## config.mk

```make
export PLATFORM = sky130hd
export DESIGN_NAME = mips_pipe_chain
export DESIGN_NICKNAME = d
export VERILOG_FILES = /design/src/rtl/mips_pipe_pkg.sv /design/src/rtl/mips_pipe_slot.sv /design/src/rtl/mips_pipe_chain.sv
export SDC_FILE = /design/constraint.sdc
export NUM_CORES = 1
export LEC_CHECK = 0
export CORE_UTILIZATION = 38
export DETAILED_ROUTE_END_ITERATION = 12
export PLACE_DENSITY = 0.75
export RECOVER_POWER = 100
export SYNTH_ARGS = -nofsm -noshare
export SYNTH_HDL_FRONTEND = slang
export SYNTH_SLANG_ARGS = --single-unit
```

## constraint.sdc

```tcl
create_clock -name clk -period 1.5 [get_ports clk]
set_input_delay 0.225 -clock clk [delete_from_list [all_inputs] [get_ports clk]]
set_output_delay 0.225 -clock clk [all_outputs]
set_load 0.05 [all_outputs]
```

## src/rtl/mips_pipe_pkg.sv

```systemverilog
// Shared types and helpers for the MIPS pipeline-register chain and the hazard unit.
package mips_pipe_pkg;

  localparam int REG_AW_DEF = 5;
  localparam logic [REG_AW_DEF-1:0] ZERO_REG = '0;

  typedef struct packed {
    logic                  valid;
    logic                  wb_en;
    logic [REG_AW_DEF-1:0] dest;
    logic [63:0]           data;
  } slot_t;

  // Width of a forwarding selector: 0 = register file, 1..depth = slot index + 1.
  function automatic int sel_width(input int depth);
    return $clog2(depth + 1);
  endfunction

endpackage

```

## src/rtl/mips_pipe_slot.sv

```systemverilog
// One pipeline slot register {valid, wb_en, dest, data} with load / hold / bubble control.
module mips_pipe_slot #(
  parameter int WIDTH  = 64,
  parameter int REG_AW = 5
) (
  input  logic              clk,
  input  logic              rst,
  input  logic              load_i,
  input  logic              bubble_i,
  input  logic              valid_i,
  input  logic              wb_en_i,
  input  logic [REG_AW-1:0] dest_i,
  input  logic [WIDTH-1:0]  data_i,
  output logic              valid_o,
  output logic              wb_en_o,
  output logic [REG_AW-1:0] dest_o,
  output logic [WIDTH-1:0]  data_o
);

  logic              valid_q, valid_d;
  logic              wb_en_q, wb_en_d;
  logic [REG_AW-1:0] dest_q, dest_d;
  logic [WIDTH-1:0]  data_q, data_d;

  // Bubble has priority over load; neither means hold.
  always_comb begin
    valid_d = valid_q;
    wb_en_d = wb_en_q;
    dest_d  = dest_q;
    data_d  = data_q;
    if (bubble_i) begin
      valid_d = 1'b0;
      wb_en_d = 1'b0;
      dest_d  = '0;
      data_d  = '0;
    end else if (load_i) begin
      valid_d = valid_i;
      wb_en_d = wb_en_i & valid_i;
      dest_d  = dest_i;
      data_d  = data_i;
    end
  end

  always_ff @(posedge clk) begin
    if (rst) begin
      valid_q <= 1'b0;
      wb_en_q <= 1'b0;
      dest_q  <= '0;
      data_q  <= '0;
    end else begin
      valid_q <= valid_d;
      wb_en_q <= wb_en_d;
      dest_q  <= dest_d;
      data_q  <= data_d;
    end
  end

  assign valid_o = valid_q;
  assign wb_en_o = wb_en_q;
  assign dest_o  = dest_q;
  assign data_o  = data_q;

endmodule

```

## src/rtl/mips_pipe_chain.sv

```systemverilog
// Parametrised IF/ID..MEM/WB register chain with stall bubbles, branch flush and stall counter.
// Optional forwarding-source selection is built when MIPS_PIPE_FWD_EN is defined.
module mips_pipe_chain
  import mips_pipe_pkg::*;
#(
  parameter int DEPTH       = 4,
  parameter int WIDTH       = 64,
  parameter int REG_AW      = REG_AW_DEF,
  parameter int STALL_AT    = 1,
  parameter int FLUSH_SLOTS = 2,
  parameter int SELW        = sel_width(DEPTH)
) (
  input  logic                   clk,
  input  logic                   rst,
  input  logic                   in_valid,
  input  logic                   in_wb_en,
  input  logic [REG_AW-1:0]      in_dest,
  input  logic [WIDTH-1:0]       in_data,
  output logic                   in_ready,
  input  logic                   stall_req,
  input  logic                   flush,
  output logic [DEPTH-1:0]       slot_valid,
  output logic [DEPTH*WIDTH-1:0] slot_data,
  output logic                   out_valid,
  output logic                   out_wb_en,
  output logic [REG_AW-1:0]      out_dest,
  input  logic [REG_AW-1:0]      rs_a,
  input  logic [REG_AW-1:0]      rs_b,
  output logic [SELW-1:0]        fwd_sel_a,
  output logic [SELW-1:0]        fwd_sel_b,
  output logic [15:0]            stall_cycles
);

  logic              stall_eff;
  logic [DEPTH-1:0]  load, bubble;
  logic [DEPTH-1:0]  v, wb;
  logic [REG_AW-1:0] dst [DEPTH];
  logic [WIDTH-1:0]  dat [DEPTH];
  logic [15:0]       stall_cnt_q, stall_cnt_d;

  // Flush overrides stall, so a simultaneous stall is neither applied nor counted.
  assign stall_eff = stall_req & ~flush;
  assign in_ready  = ~stall_eff;

  always_comb begin
    load   = '1;
    bubble = '0;
    for (int k = 0; k < DEPTH; k++) begin
      if (flush) begin
        bubble[k] = (k < FLUSH_SLOTS);
      end else if (stall_eff) begin
        if (k < STALL_AT) load[k] = 1'b0;
        else if (k == STALL_AT) bubble[k] = 1'b1;
      end
    end
  end

  for (genvar k = 0; k < DEPTH; k++) begin : g_slot
    logic              d_valid, d_wb_en;
    logic [REG_AW-1:0] d_dest;
    logic [WIDTH-1:0]  d_data;

    if (k == 0) begin : g_head
      // An invalid offer enters as an all-zero bubble.
      assign d_valid = in_valid;
      assign d_wb_en = in_wb_en & in_valid;
      assign d_dest  = in_valid ? in_dest : '0;
      assign d_data  = in_valid ? in_data : '0;
    end else begin : g_body
      assign d_valid = v[k-1];
      assign d_wb_en = wb[k-1];
      assign d_dest  = dst[k-1];
      assign d_data  = dat[k-1];
    end

    mips_pipe_slot #(.WIDTH(WIDTH), .REG_AW(REG_AW)) u_slot (
      .clk      (clk),
      .rst      (rst),
      .load_i   (load[k]),
      .bubble_i (bubble[k]),
      .valid_i  (d_valid),
      .wb_en_i  (d_wb_en),
      .dest_i   (d_dest),
      .data_i   (d_data),
      .valid_o  (v[k]),
      .wb_en_o  (wb[k]),
      .dest_o   (dst[k]),
      .data_o   (dat[k])
    );

    assign slot_data[k*WIDTH +: WIDTH] = dat[k];
  end

  assign slot_valid = v;
  assign out_valid  = v[DEPTH-1];
  assign out_wb_en  = wb[DEPTH-1] & v[DEPTH-1];
  assign out_dest   = dst[DEPTH-1];

  always_comb begin
    stall_cnt_d = stall_cnt_q;
    if (stall_eff && stall_cnt_q != 16'hFFFF) stall_cnt_d = stall_cnt_q + 16'd1;
  end

  always_ff @(posedge clk) begin
    if (rst) stall_cnt_q <= '0;
    else     stall_cnt_q <= stall_cnt_d;
  end

  assign stall_cycles = stall_cnt_q;

`ifdef MIPS_PIPE_FWD_EN
  // Scan oldest to youngest so the youngest matching producer wins.
  always_comb begin
    fwd_sel_a = '0;
    fwd_sel_b = '0;
    for (int j = DEPTH - 1; j > STALL_AT; j--) begin
      if (v[j] && wb[j] && dst[j] == rs_a && rs_a != '0) fwd_sel_a = SELW'(j + 1);
      if (v[j] && wb[j] && dst[j] == rs_b && rs_b != '0) fwd_sel_b = SELW'(j + 1);
    end
  end
`else
  logic unused_rs;
  assign unused_rs = ^{rs_a, rs_b};
  assign fwd_sel_a = '0;
  assign fwd_sel_b = '0;
`endif

endmodule

```

==> run metrics <==
DIE AREA=24700 um^2; CP max stage delay=360 ps; RSZ-0062 raised after global routing=yes; initial DRC count=243; post-route setup slack=-24.6 ps; Int Power=12.7 mW; ANT nets after route=0; Post-synth ARST share=0; htree depth=1; Max Cap Viol=0; Clk pwr share=0.452; Ports=375; FF-to-FF End=stall_cycles[6]$_SDFFE_PP0P_; combinational share of power=0.058; maximum clock frequency=656 MHz; worst path required time=1930 ps; area of the core=23500 um^2; yosys warns=0; CTS buffer count=30; CTS tree=yes; RR Startpoint=stall_cycles[0]$_SDFFE_PP0P_; Relative slew margins=0.577; Clock Sinks=300; crit-path leading delay family=simple AND/OR/NAND/NOR gates; fin crit share=1.02; root buffer cell=clkbuf_16; worst hold endpoint=stall_cycles[14]$_SDFFE_PP0P_; Reg power frac=0.491; crit path DAT=1960 ps; I/O Buffers=358; Slew Viols, Final=0; largest net degree at the start of global routing=86; Layout area overhead=42.1%; most frequent cells in the layout=dfxtp_1, clkbuf_2, nor2b_1, a21oi_1, nand2_1; CP Capture Type=register; post-DP HPWL=18.4 mm; CP Buf/Inv Count=0; final wirelength=25.7 mm; final hold vios=0; CP cell instances=ha_4, and4b_2, o41a_1, nand4_1, mux2_4; sequential area share after synthesis=0.656; Inst Count DP=1522; PD cells=1260 nW/um^2; Hold Crit Depth=3; DR pass1 iterations=4; Leakage=5.75 nW; actual transition at the worst max-transition pin=635 ps; GRT Total Usage=0.197; fillers=2250; diodes inserted=0; Cells after Synth=872; DRC viols=0; Yosys top cell area share=0.656; # rows=56; switching share of total power=0.225; vias in the first global route=6804; number of synthesized flops with an enable pin=0; Avg Vias per Cell=4.57; Setup CP Type=reg -> reg; Synth Cell Area=9160 um^2; GRT overflow=0; Tmin final=1520 ps; Setup TNS=-24.6 ps; Vert. Die Dim=157 um; GPL Wtd Cong=0.813; worst-case clock buffer depth=3; clock skew=21.7 ps; Crit-path slowest cell=dfxtp_4; antenna violations before repair=0; Hold Crit Class=in -> reg; dominant cell type by area after synthesis=dfxtp_1; Via Count=7222; Sw Pwr=3.70 mW; Max VDD drop=0.724 mV; nets=1324; Die X=157 um; initial core utilization=0.389; Synth area leaders=dfxtp_1, nor2b_1, and2_1; Worst-Skew Late Latency=540 ps; Worst Hold Slack=190 ps; share of post-route cells with drive strength above 1=0.323; Setup violations, final=1; Worst Min Path Start=rst; routed length per instance=16.3 um; run status=complete, but fails checks; Avg Inst Size Synth=10.5 um^2; cells on worst reg2reg path=5; crit path launch type=register; Cell variety after synth=43; failing checks=setup timing; commonest non-fill, non-tap cell in the layout=dfxtp_1; global-route wire length before repair=37.7 mm; Synth Register Bits=300; Most used DFF post-synth=dfxtp_1; Max Fanout on Critical Path=4; worst reg2reg setup slack=-20 ps; Clk pin slew, worst setup/hold paths=60 ps; post-route non-filler standard cell count=1580
[layout make-up]
type / count / area, um^2 / share of cell area
Sequential cell: 300 / 6070 / 0.466
Timing Repair Buffer: 395 / 2610 / 0.201
Tap cell: 319 / 399 / 0.0307
Clock buffer: 44 / 915 / 0.0703
Clock inverter: 11 / 87.6 / 0.00673
Multi-Input combinational cell: 507 / 2910 / 0.224
Inverter: 4 / 20.0 / 0.00154
[cells by family (layout without fill, tap and decap cells)]
group           after synthesis  count (layout)  synth area share
simple gates                399             399             0.249
flops                       300             300             0.656
compound gates              100             100            0.0594
buf+inv                      70             454            0.0332
fa+ha+maj                     1               1           0.00137
other cells                   1               6          0.000409
mux                           1               1           0.00123
[state kept, by name, summed over array words and instances (netlist names)]
name,cells
g_slot.u_slot.data_o,256
g_slot.u_slot.dest_o,20
stall_cycles,16
g_slot.u_slot.valid_o,4
g_slot.u_slot.wb_en_o,4
[cell usage after synthesis, types with 2 or more instances]
library cell,number
a21oi_1,82
and2_1,73
buf_1,8
buf_2,3
buf_4,10
clkbuf_1,45
dfxtp_1,300
inv_1,3
nand2_1,79
nand3_1,72
nand4_1,3
nand4_4,2
nor2_1,4
nor2b_1,141
nor3_1,2
o21ai_0,5
o311ai_0,2
o31ai_1,3
o41ai_1,4
or3_1,5
or4_1,4
[per-stage QoR]
step | total power, mW | area (um^2) | util | setup WS, ps
finish | 16.4 | 13000 | 0.553 | -24.6
global route | 17.0 | 13000 | 0.553 | -70.1
CTS | 16.7 | 14000 | 0.593 | -36.3
detailed placement | 9.25 | 12900 | 0.549 | -334
global placement | 9.24 | 12900 | 0.549 | -299
floorplan | 8.78 | 9260 | - | -108
[metal layers]
metal  track usage  share of wire  up-vias
li1              -              -     3562
met1         0.237           0.40     3396
met2         0.350           0.51      220
met3        0.0385          0.058       44
met4        0.0666          0.027        0
met5             0              0        -
[worst reg2reg max path, delay by kind of cell, from the launching register on]
family | cells | cell delay (ps)
mux | 1 | 310
flops | 1 | 360
fa+ha+maj | 1 | 160
compound gates | 1 | 190
simple gates | 2 | 390
[worst max path at each step]
stage | from | to | cells past startpoint
6_report | stall_cycles[0]$_SDFFE_PP0P_ | stall_cycles[6]$_SDFFE_PP0P_ | 5
5_1_grt | stall_cycles[0]$_SDFFE_PP0P_ | stall_cycles[14]$_SDFFE_PP0P_ | 5
4_1_cts | stall_cycles[0]$_SDFFE_PP0P_ | stall_cycles[14]$_SDFFE_PP0P_ | 5
3_5_place_dp | flush | stall_cycles[5]$_SDFFE_PP0P_ | 5
3_3_place_gp | flush | stall_cycles[5]$_SDFFE_PP0P_ | 5
2_1_floorplan | stall_cycles[13]$_SDFFE_PP0P_ | stall_cycles[6]$_SDFFE_PP0P_ | 4
[power groups by stage]
| stage | clock, mW | sequential [mW] | combinational, mW |
|---|---|---|---|
| detailed placement | 0 | 8.24 | 1.01 |
| global placement | 0 | 8.24 | 1.00 |
| floorplan | 0 | 8.45 | 0.330 |
| CTS | 7.58 | 8.06 | 1.02 |
| global route | 7.95 | 8.06 | 1.01 |
| finish | 7.42 | 8.05 | 0.945 |
[timing repair]
action	4_1_cts	5_1_grt
buffers inserted	1	3
pin swaps	4	8
hold buffers	0	0
setup endpoints to repair	7	15
gates resized for setup	9	10
(Power assumes the default switching activity.)
